## src/rtl/spi_cmd_pkg.sv

```systemverilog
// Shared definitions for the SPI command queue: FSM encoding, status layout
// and command-word field positions.
package spi_cmd_pkg;

  typedef enum logic [1:0] {
    ST_IDLE  = 2'd0,
    ST_HOLD  = 2'd1,
    ST_DRAIN = 2'd2
  } cmd_state_t;

  localparam int unsigned STAT_W         = 16;
  localparam int unsigned STAT_ACTIVE    = 11;
  localparam int unsigned STAT_OVF       = 10;
  localparam int unsigned STAT_FULL      = 9;
  localparam int unsigned STAT_EMPTY     = 8;
  localparam int unsigned STAT_COUNT_MSB = 4;
  localparam int unsigned STAT_COUNT_LSB = 0;
  localparam int unsigned STAT_COUNT_W   = STAT_COUNT_MSB - STAT_COUNT_LSB + 1;

  // Power-on commands never raise the driver's busy flag.
  localparam int unsigned PWR_ON_BIT     = 9;

endpackage

```

## src/rtl/sync_fifo.sv

```systemverilog
// Single-clock FIFO with register-array storage and a combinational head.
// A push into a full FIFO is accepted only when a pop happens in the same cycle.
module sync_fifo #(
  parameter int unsigned DW    = 10,
  parameter int unsigned AW    = 4,
  parameter int unsigned DEPTH = 16
) (
  input  logic          clk,
  input  logic          reset_,
  input  logic          i_push,
  input  logic [DW-1:0] i_data,
  input  logic          i_pop,
  output logic [DW-1:0] o_head_c,
  output logic [AW:0]   o_count,
  output logic          o_full,
  output logic          o_empty
);

  localparam int unsigned CW = AW + 1;

  logic [DW-1:0] r_mem [DEPTH];
  logic [AW-1:0] r_wr_ptr;
  logic [AW-1:0] r_rd_ptr;
  logic [CW-1:0] r_count;
  logic          w_push_ok;
  logic          w_pop_ok;

  assign o_full    = (r_count == CW'(DEPTH));
  assign o_empty   = (r_count == '0);
  assign o_count   = r_count;
  assign o_head_c  = r_mem[r_rd_ptr];
  assign w_pop_ok  = i_pop && !o_empty;
  assign w_push_ok = i_push && (!o_full || w_pop_ok);

  // Pointers wrap naturally because DEPTH is 2**AW.
  always_ff @(posedge clk or negedge reset_) begin
    if (!reset_) begin
      r_wr_ptr <= '0;
      r_rd_ptr <= '0;
      r_count  <= '0;
    end else begin
      if (w_push_ok) r_wr_ptr <= r_wr_ptr + AW'(1);
      if (w_pop_ok)  r_rd_ptr <= r_rd_ptr + AW'(1);
      case ({w_push_ok, w_pop_ok})
        2'b10:   r_count <= r_count + CW'(1);
        2'b01:   r_count <= r_count - CW'(1);
        default: r_count <= r_count;
      endcase
    end
  end

  always_ff @(posedge clk) begin
    if (w_push_ok) r_mem[r_wr_ptr] <= i_data;
  end

endmodule

```

## src/rtl/spi_cmd_queue.sv

```systemverilog
// CPU-to-SPI command queue: buffers command words and issues them one at a
// time to the SPI driver, pacing on its busy flag; exposes a status word.
module spi_cmd_queue
  import spi_cmd_pkg::*;
#(
  parameter int unsigned DEPTH    = 16,
  parameter int unsigned AW       = 4,
  parameter int unsigned DW       = 10,
  parameter int unsigned HOLD_CYC = 2
) (
  input  logic              clk,
  input  logic              reset_,
  input  logic              wr_en,
  input  logic [DW-1:0]     wr_data,
  input  logic              clr_ovf,
  input  logic              spi_busy,
  output logic              spi_start,
  output logic [DW-1:0]     spi_din,
  output logic [STAT_W-1:0] status
);

  localparam int unsigned CW = AW + 1;
  localparam int unsigned HW = $clog2(HOLD_CYC + 1);

  cmd_state_t    r_state;
  cmd_state_t    w_state_nxt;
  logic [HW-1:0] r_hold;
  logic [HW-1:0] w_hold_nxt;
  logic          r_ovf;
  logic          w_ovf_nxt;
  logic          w_start_nxt;
  logic [DW-1:0] w_din_nxt;
  logic          w_pop;
  logic          w_rej;
  logic [DW-1:0] w_head;
  logic [CW-1:0] w_count;
  logic          w_full;
  logic          w_empty;

  sync_fifo #(
    .DW    (DW),
    .AW    (AW),
    .DEPTH (DEPTH)
  ) u_fifo (
    .clk      (clk),
    .reset_   (reset_),
    .i_push   (wr_en),
    .i_data   (wr_data),
    .i_pop    (w_pop),
    .o_head_c (w_head),
    .o_count  (w_count),
    .o_full   (w_full),
    .o_empty  (w_empty)
  );

  always_ff @(posedge clk or negedge reset_) begin
    if (!reset_) begin
      r_state   <= ST_IDLE;
      r_hold    <= '0;
      r_ovf     <= 1'b0;
      spi_start <= 1'b0;
      spi_din   <= '0;
    end else begin
      r_state   <= w_state_nxt;
      r_hold    <= w_hold_nxt;
      r_ovf     <= w_ovf_nxt;
      spi_start <= w_start_nxt;
      spi_din   <= w_din_nxt;
    end
  end

  // HOLD masks the driver's busy-rise latency before DRAIN starts sampling it.
  always_comb begin
    w_state_nxt = r_state;
    w_hold_nxt  = r_hold;
    w_start_nxt = 1'b0;
    w_din_nxt   = spi_din;
    w_pop       = 1'b0;
    case (r_state)
      ST_IDLE: begin
        if (!w_empty && !spi_busy) begin
          w_pop       = 1'b1;
          w_start_nxt = 1'b1;
          w_din_nxt   = w_head;
          w_hold_nxt  = HW'(HOLD_CYC);
          w_state_nxt = ST_HOLD;
        end
      end
      ST_HOLD: begin
        w_hold_nxt = r_hold - HW'(1);
        if (w_hold_nxt == '0) w_state_nxt = ST_DRAIN;
      end
      ST_DRAIN: begin
        if (!spi_busy) w_state_nxt = ST_IDLE;
      end
      default: w_state_nxt = ST_IDLE;
    endcase
  end

  // A dropped write wins over a simultaneous clear.
  assign w_rej     = wr_en && w_full && !w_pop;
  assign w_ovf_nxt = w_rej ? 1'b1 : (clr_ovf ? 1'b0 : r_ovf);

  always_comb begin
    status                                = '0;
    status[STAT_ACTIVE]                   = (r_state != ST_IDLE) || !w_empty;
    status[STAT_OVF]                      = r_ovf;
    status[STAT_FULL]                     = w_full;
    status[STAT_EMPTY]                    = w_empty;
    status[STAT_COUNT_MSB:STAT_COUNT_LSB] = STAT_COUNT_W'(w_count);
  end

endmodule
```

## config.mk

```make
export PLATFORM = sky130hd
export DESIGN_NAME = spi_cmd_queue
export DESIGN_NICKNAME = d
export VERILOG_FILES = /design/src/rtl/spi_cmd_pkg.sv /design/src/rtl/sync_fifo.sv /design/src/rtl/spi_cmd_queue.sv
export SDC_FILE = /design/constraint.sdc
export NUM_CORES = 1
export LEC_CHECK = 0
export CAP_MARGIN = 0
export CORE_MARGIN = 5
export CORE_UTILIZATION = 54
export DETAILED_ROUTE_END_ITERATION = 8
export PLACE_DENSITY_LB_ADDON = 0.08
export REMOVE_ABC_BUFFERS = 1
export SYNTH_ARGS = -nofsm -noshare
export SYNTH_HDL_FRONTEND = slang
export SYNTH_SLANG_ARGS = --single-unit
export TNS_END_PERCENT = 10
```

## constraint.sdc

```tcl
create_clock -name clk -period 2.45 [get_ports clk]
set_input_delay 0.245 -clock clk [delete_from_list [all_inputs] [get_ports clk]]
set_output_delay 0.245 -clock clk [all_outputs]
set_load 0.01 [all_outputs]
```

==> results of run 1 <==
[power breakdown]
part | leakage (nW) | total, mW | switching (mW) | internal, mW
clock network | 0.308 | 2.87 | 1.15 | 1.72
registers | 1.80 | 4.27 | 0.270 | 4.00
logic | 1.08 | 3.41 | 1.75 | 1.66
total | 3.19 | 10.5 | 3.17 | 7.38
[critical path: stages (launching register included)]
cell and delay (ns):
dfrtp_1 0.38, or4_4 0.56, o21ai_4 0.17, inv_4 0.04, nand2_1 0.07, xnor2_1 0.12
ha_2 0.32, mux2_2 0.27, a221o_1 0.34
[cells by family (layout without fill, tap and decap cells)]
| family | count (synthesis) | in the layout | share of synthesized area (%) |
|---|---|---|---|
| AOI/OAI and AO/OA | 29 | 29 | 3.79 |
| other | 1 | 7 | 0.0488 |
| muxes | 64 | 64 | 14.9 |
| buffers and inverters | 41 | 118 | 2.93 |
| and+or+nand+nor | 68 | 68 | 4.20 |
| DFF | 189 | 189 | 72.0 |
| adders and majority gates | 7 | 7 | 1.14 |
| xor gates and xnor gates | 9 | 9 | 1.03 |
[how the worst max path moves through the flow]
stage / startpoint / to / slack [ns] / depth (start not counted)
after floorplan: u_fifo.r_rd_ptr[0] / spi_din[4] / -0.35 / 3
after global placement: spi_busy / u_fifo.o_count[1] / 0.06 / 10
after detailed placement: spi_busy / u_fifo.o_count[2] / 0.006 / 12
after CTS: u_fifo.o_count[2] / u_fifo.o_count[2] / 0.06 / 10
after global routing: u_fifo.o_count[2] / u_fifo.o_count[1] / 0.008 / 8
final: u_fifo.o_count[2] / u_fifo.o_count[1] / 0.06 / 8
[synth_stat cells (2+ instances only)]
master / instances / share of area (%)
ha_1: 7 / 1.1
buf_6: 3 / 0.44
buf_4: 11 / 1.1
buf_2: 4 / 0.26
nand3_1: 4 / 0.26
a31oi_1: 2 / 0.16
nand2b_1: 3 / 0.24
nand4_1: 3 / 0.24
mux2i_1: 23 / 3.0
mux4_2: 40 / 12
a211oi_1: 2 / 0.20
o221ai_2: 10 / 2.0
o21ai_0: 7 / 0.46
edfxtp_1: 160 / 63
inv_1: 7 / 0.34
nor2_1: 17 / 0.83
nor3_1: 8 / 0.52
buf_1: 6 / 0.29
clkbuf_1: 9 / 0.44
nand2_1: 24 / 1.2
dfrtp_1: 29 / 9.4
or3_1: 2 / 0.16
xnor2_1: 9 / 1.0
[repair_timing]
item | CTS | global route
buffers inserted | 0 | 0
pin swaps | 0 | 1
resized for setup | 4 | 2
setup endpoints to repair | 3 | 2
gates cloned | 0 | 0
[registers in the layout, summed over array words and instances (netlist names)]
register / cells
u_fifo.r_mem: 160
spi_din: 10
u_fifo.o_count: 5
u_fifo.r_rd_ptr: 4
u_fifo.r_wr_ptr: 4
r_hold: 2
r_state: 2
r_ovf: 1
spi_start: 1
[metal layers]
layer	GRT usage, %	vias up	wire length, um
met5	0	-	0
met3	4.41	15	844
met4	6.11	0	188
li1	-	1745	-
met1	26.3	1988	6300
met2	30.5	119	7270
[area by class of cell]
| class | instances | area, um2 |
|---|---|---|
| Clock inverter | 13 | 186 |
| Sequential cell | 189 | 5530 |
| Inverter | 8 | 32.5 |
| Tap cell | 180 | 225 |
| Multi-Input combinational cell | 184 | 1980 |
| Clock buffer | 19 | 433 |
| Timing Repair Buffer | 78 | 717 |
| Fill cell | 959 | 4830 |
[through the flow]
step / setup slack (ns) / instances
final: 0.0582 / 671
after global routing: 0.00816 / 671
after CTS: 0.0569 / 671
after detailed placement: 0.00641 / 639
after global placement: 0.0627 / 639
after floorplan: -0.346 / 381
==> results_dict.tcl, run 1 <==
set metrics [dict create \
    status "finished, final reports clean" \
    first_pass_iters 4 \
    grt_use_total_pct 19.0 \
    timing.slew.headroom_pct 52.6 \
    final_cell_mix "160 x edfxtp_1, 40 x mux4_2, 40 x buf_4, 31 x clkdlybuf4s50_1, 27 x dfrtp_1" \
    ant_nets 0 \
    grt_setup_unrepaired "no" \
    worst_pin_slew_ns 0.705 \
    gp_congestion 0.814 \
    setup_viol 0 \
    fin_crit_ns 2.39 \
    clock_skew_ns 0.00581 \
    cts.htree.levels 4 \
    cp_data_arrival_time_ns 2.70 \
    worst-r2r-setup-slack_ns 0.06 \
    drt_iter0_drc 270 \
    yosysSeqAreaShare_pct 72.0 \
    clkTransAtPathRegs_ns 0.06 \
    drc 0 \
    placedInstanceArea_um2 8480 \
    final_common_cell "edfxtp_1" \
    port_buffers 34 \
    ctsLongestPathBuffers 2 \
    crit_path_max_fanout 4 \
    rows 43 \
    cts_buffers 17 \
    vias 3867 \
    hold_viol 0 \
    r2r-start "u_fifo.o_count[2]" \
    hp-class "input port to async pin" \
    syn2layout_area_growth_pct 18.5 \
    start_kind "register" \
    design_area_um2 9110 \
    yosysWarnings 0 \
    antennaDiodeCount 0 \
    core_um2 13900 \
    start_util_pct 55.1 \
    drive_gt1_share_pct 28.5 \
    power_density_nw_per_um2 1160 \
    tns_ns 0 \
    ys_seq_elements 189 \
    syn_area_um2 7680 \
    grt_pass1_wl_um 23100 \
    gr-total-overflow 0 \
    die_w_um 129 \
    synth-async-reset-ratio_pct 15.3 \
    cts.sink_count 189 \
    ff2ff_path_depth 8 \
    hold_ws_ns 0.232 \
    grt_pass1_vias 4001 \
    fmax_mhz 418 \
    p_leak_nw 3.19 \
    dp_hpwl_um 9680 \
    clock-root-buffer "clkbuf_16" \
    dieArea_um2 16700 \
    drv_slew 0 \
    maxCapViolCount 0 \
    final_nets 500 \
    via_per_inst 5.76 \
    clkLatencyLatePin_ns 0.42 \
    antenna_found_initial 0 \
    synthFlopType "edfxtp_1" \
    finalCritPeriodShare_pct 97.6 \
    total_power_mw 10.5 \
    crit_required_ns 2.76 \
    tritoncts "yes" \
    critical_path.endpoint_type "register" \
    pin_count 42 \
    finish.utilization_pct 65.3 \
    timing.rr.end "u_fifo.o_count[1]" \
    routed_wl_um 14600 \
    cts_hold_buf 0 \
    synth_area_per_cell_um2 18.8 \
    die_h_um 129 \
    critical_path_class "register to register" \
    syn-instance-count 408 \
    wire_per_inst_um 21.8 \
    synth_edf_count 160 \
    vdd_drop_max_v 0.000532 \
    grt_max_degree 30 \
    synth_cell_types 41 \
]
No activity file was read; power rests on OpenSTA's default activity.
==> inputs of run 2 (changes only) <==
--- a/config.mk
+++ b/config.mk
@@ -9,7 +9,7 @@
 export CORE_MARGIN = 5
 export CORE_UTILIZATION = 54
 export DETAILED_ROUTE_END_ITERATION = 8
-export PLACE_DENSITY_LB_ADDON = 0.08
+export PLACE_DENSITY = 0.86
 export REMOVE_ABC_BUFFERS = 1
 export SYNTH_ARGS = -nofsm -noshare
 export SYNTH_HDL_FRONTEND = slang
==> run 2 against run 1 <==
Net effect:
- non-clock buffer count unchanged
- clock-buffer cell count fell by 2
- largest cell class unchanged
- largest power group unchanged
- critical path type unchanged
- critical path depth stayed put
- sequential power is 2% higher
- die area stayed put
- via count is 2.2% higher
- final cell count unchanged
- power up 2.7%
- worst hold slack got worse by 0.034 ns
- first-iteration DRC count down 0.74%
- maximum frequency fell by 1.1%
- design area is 0.33% higher
==> results_dict.tcl, run 2 (synthesis gave the netlist of run 1 again) <==
set metrics [dict create \
    fillerInstances 902 \
    power_density_nw_per_um2 1190 \
    dpl.cell_count 637 \
    clkLatencyLatePin_ns 0.43 \
    drt_iter0_drc 268 \
    die_h_um 129 \
    crit_required_ns 2.76 \
    wire_per_inst_um 22.7 \
    vias 3951 \
    core_um2 13900 \
    rows 43 \
    fin_crit_ns 2.42 \
    routed_wl_um 15200 \
    via_per_inst 5.89 \
    cts_buffers 17 \
    final_nets 500 \
    ctsLongestPathBuffers 2 \
    drive_gt1_share_pct 28.1 \
    cp_data_arrival_time_ns 2.73 \
    design_area_um2 9140 \
    dieArea_um2 16700 \
    worst_pin_slew_ns 0.637 \
    setup_viol 0 \
    pre_cts_ws_ns 0.0458 \
    status "finished, final reports clean" \
    grt_pass1_vias 4156 \
    seqCellArea_um2 5530 \
    maxCapViolCount 0 \
    crit_path_top_delay_cell "or4_4" \
    syn2layout_area_growth_pct 18.9 \
    cts_hold_buf 0 \
    crit_buf_inv 1 \
    grt_use_total_pct 19.7 \
    total_power_mw 10.8 \
    clock-root-buffer "clkbuf_16" \
    dp_hpwl_um 9880 \
    finish.utilization_pct 65.6 \
    critical_path.endpoint_type "register" \
    multi_input_area_um2 1970 \
    cpPeakStageDelay_ns 0.57 \
    timing.slew.headroom_pct 57.4 \
    fin_ws_ns 0.0321 \
    p_leak_nw 3.20 \
    critPathTopFamily "simple AND/OR/NAND/NOR gates" \
    drc 0 \
    largest_register "u_fifo.r_mem" \
    cts.htree.levels 4 \
    start_util_pct 55.1 \
    final_cell_mix "160 x edfxtp_1, 41 x buf_4, 40 x mux4_2, 31 x clkdlybuf4s50_1, 28 x dfrtp_1" \
    grt_pass1_wl_um 23900 \
    die_w_um 129 \
    grt_setup_unrepaired "yes" \
    ant_nets 0 \
    cp_cell_sequence "or4_4 -> o21ai_4 -> inv_4 -> nand2_1 -> xnor2_1 -> ha_2 -> mux2_2 -> a221o_1" \
    instances_no_fill 671 \
    hp-class "input port to async pin" \
    pin_count 42 \
    final_common_cell "edfxtp_1" \
    critical_path_class "register to register" \
    cts.sink_count 189 \
    grt_max_degree 42 \
    tritoncts "yes" \
    clock_skew_ns 0.00863 \
    clkTransAtPathRegs_ns 0.07 \
    placedInstanceArea_um2 8440 \
    finalCritPeriodShare_pct 98.7 \
    start_kind "register" \
    fmax_mhz 414 \
    first_pass_iters 5 \
    hold_viol 0 \
    vdd_drop_max_v 0.000650 \
    gp_congestion 0.859 \
    drv_slew 0 \
    gr-total-overflow 0 \
    port_buffers 34 \
    antennaDiodeCount 0 \
    crit_path_max_fanout 3 \
    largest_reg_flops 160 \
    antenna_found_initial 0 \
]
-- run 2: path summary, 6_finish.rpt --
path                       cells past startpoint  slack [ns]                 end         startpoint
setup / recovery                               8        0.03   u_fifo.o_count[1]  u_fifo.o_count[0]
hold reg to reg                                1        0.50               r_ovf              r_ovf
min in group clk                               3        0.42               r_ovf            clr_ovf
setup reg to reg                               8        0.03   u_fifo.o_count[1]  u_fifo.o_count[0]
max in group asynchronous                      2        1.94  u_fifo.r_rd_ptr[0]             reset_
hold / removal                                 2        0.20               r_ovf             reset_
-- run 2: stage by stage --
stage	setup TNS, ns	hold WS (ns)
after detailed placement	0	0.478
after global placement	0	0.479
after floorplan	-7.94	-0.0506
final	0	0.198
after CTS	0	0.207
after global routing	-0.0201	0.226
-- run 2: layout make-up --
cell class | instances | share of cell area (%)
Clock buffer | 17 | 4.66
Clock inverter | 15 | 2.66
Inverter | 8 | 0.356
Multi-Input combinational cell | 184 | 21.6
Sequential cell | 189 | 60.5
Tap cell | 180 | 2.47
Timing Repair Buffer | 78 | 7.71
-- run 2: layer usage --
layer  global-route usage (%)  share of wire (%)  up-vias  routed length (um)
met4                     7.35                2.1        0                 322
met1                     25.2                 39     2033                5940
met2                     32.8                 53      153                7990
li1                         -                  -     1737                   -
met3                     5.40                6.3       28                 951
met5                        0                  0        -                   0
-- run 2: report_power, final --
part           leakage, nW  internal, mW  switching [mW]
logic                 1.08          1.69            1.74
registers             1.80          4.00           0.347
clock network        0.317          1.91            1.15
-- run 2: timing repair --
action / 4_1_cts / 5_1_grt
gates resized for setup: 5 / 3
endpoints found under the hold margin: 0 / 0
endpoints found under the setup margin: 3 / 3
gates cloned: 0 / 0
buffers inserted: 0 / 2
pin swaps: 0 / 4
==> inputs of run 3 (changes only) <==
--- a/config.mk
+++ b/config.mk
@@ -5,12 +5,10 @@
 export SDC_FILE = /design/constraint.sdc
 export NUM_CORES = 1
 export LEC_CHECK = 0
-export CAP_MARGIN = 0
 export CORE_MARGIN = 5
 export CORE_UTILIZATION = 54
 export DETAILED_ROUTE_END_ITERATION = 8
 export PLACE_DENSITY = 0.86
-export REMOVE_ABC_BUFFERS = 1
 export SYNTH_ARGS = -nofsm -noshare
 export SYNTH_HDL_FRONTEND = slang
 export SYNTH_SLANG_ARGS = --single-unit
==> run 3 against run 2 <==
Net effect:
- routed wire length about the same
- via count grew 0.46%
- clock power decreased by 12%
==> results_dict.tcl, run 3 (synthesis gave the netlist of run 1 again) <==
set metrics [dict create \
    rows 43 \
    design_area_um2 9030 \
    ant_nets 0 \
    p_leak_nw 3.14 \
    grt_use_total_pct 19.7 \
    critical_path_class "register to register" \
    port_buffers 34 \
    crit_required_ns 2.75 \
    clkTransAtPathRegs_ns 0.07 \
    ctsLongestPathBuffers 2 \
    clkLatencyLatePin_ns 0.42 \
    antennaDiodeCount 0 \
    start_kind "register" \
    maxUsedRoutingLayer "met4" \
    fin_ws_ns 0.0633 \
    timing.slew.headroom_pct 57.3 \
    gr-total-overflow 0 \
    fmax_mhz 419 \
    grt_pass1_vias 4157 \
    critical_path.endpoint_type "register" \
    wl_met2_um 7790 \
    grt_pass1_wl_um 23900 \
    pre_cts_ws_ns -0.0173 \
    core_um2 13900 \
    cts.htree.levels 4 \
    wl_met1_um 6100 \
    vias 3969 \
    clock-root-buffer "clkbuf_16" \
    pin_count 42 \
    placedInstanceArea_um2 8400 \
    routed_wl_um 15200 \
    die_h_um 129 \
    drive_gt1_share_pct 26.9 \
    cts_hold_buf 0 \
    clock_skew_ns 0.00842 \
    largest_reg_flops 160 \
    status "finished, final reports clean" \
    wire_per_inst_um 22.8 \
    maxCapViolCount 0 \
    ff2ff_path_depth 9 \
    grt_max_degree 44 \
    hold_ws_ns 0.235 \
    setup_viol 0 \
    final_nets 496 \
    r2r-start "u_fifo.o_count[3]" \
    timing.rr.end "u_fifo.o_count[1]" \
    drv_slew 0 \
    fin_crit_ns 2.39 \
    via_per_inst 5.95 \
    start_util_pct 55.1 \
    syn2layout_area_growth_pct 17.5 \
    drc 0 \
    largest_register "u_fifo.r_mem" \
    final_cell_mix "160 x edfxtp_1, 40 x mux4_2, 38 x buf_4, 34 x clkdlybuf4s50_1, 28 x dfrtp_1" \
    first_pass_iters 5 \
    hp-class "input port to async pin" \
    wl_met3_um 1040 \
    gp_congestion 0.861 \
    cts.sink_count 189 \
    worst-r2r-setup-slack_ns 0.06 \
    finalCritPeriodShare_pct 97.4 \
    worst_pin_slew_ns 0.639 \
    final_common_cell "edfxtp_1" \
    dieArea_um2 16700 \
    dp_hpwl_um 9450 \
    cts_buffers 17 \
    cp_data_arrival_time_ns 2.68 \
    hold_viol 0 \
    antenna_found_initial 0 \
    tritoncts "yes" \
    drt_iter0_drc 317 \
    power_density_nw_per_um2 1160 \
    die_w_um 129 \
    vdd_drop_max_v 0.000669 \
    crit_path_max_fanout 6 \
]
-- run 3: layer usage --
| layer | GRT usage, % | up-vias |
|---|---|---|
| met5 | 0 | - |
| met4 | 6.73 | 0 |
| met3 | 4.86 | 25 |
| met2 | 31.9 | 166 |
| met1 | 26.4 | 2041 |
| li1 | - | 1737 |
-- run 3: worst max-delay path by stage --
stage                       from                end  slack [ns]
3_5_place_dp   u_fifo.o_count[2]  u_fifo.o_count[4]       -0.02
4_1_cts        u_fifo.o_count[2]          status[8]       0.002
2_1_floorplan  u_fifo.o_count[3]  u_fifo.o_count[1]       -0.17
3_3_place_gp   u_fifo.o_count[2]  u_fifo.o_count[4]        0.09
5_1_grt        u_fifo.o_count[3]  u_fifo.o_count[2]       -0.03
6_report       u_fifo.o_count[3]  u_fifo.o_count[1]        0.06
-- run 3: worst max-delay path: stages (launching register included) --
cell and delay (ns):
dfrtp_1 0.38, or4_4 0.61, o21ai_4 0.20, inv_4 0.05
nand2_4 0.06, xnor2_2 0.12, ha_4 0.24, mux2i_1 0.20
o22ai_1 0.11, a221o_1 0.31
-- run 3: report_power, final --
| group | internal (mW) | total, mW | switching [mW] |
|---|---|---|---|
| combinational | 1.67 | 3.45 | 1.78 |
| clock | 1.59 | 2.70 | 1.12 |
| sequential | 4.00 | 4.29 | 0.292 |
-- run 3: final cells by class --
type / instances / area (um2)
clock buffers: 18 / 429
clock inverters: 14 / 151
fillers: 889 / 4910
inverters: 8 / 32.5
multi-input cells: 184 / 1990
flip-flops and latches: 189 / 5530
well taps: 180 / 225
repair buffers: 74 / 666
-- run 3: stage by stage --
| step | utilization (%) | total power [mW] | std cells | setup TNS (ns) |
|---|---|---|---|---|
| after global routing | 64.8 | 11.0 | 667 | -0.0295 |
| final | 64.8 | 10.4 | 667 | 0 |
| after CTS | 64.5 | 10.4 | 665 | 0 |
| after floorplan | - | 6.59 | 414 | -4.26 |
| after detailed placement | 60.3 | 7.70 | 633 | -0.0173 |
| after global placement | 60.3 | 7.56 | 633 | 0 |
-- run 3: repair_timing --
action	4_1_cts	5_1_grt
endpoints found under the setup margin	1	5
pin swaps	0	8
gates resized for setup	1	5
buffers inserted	0	2
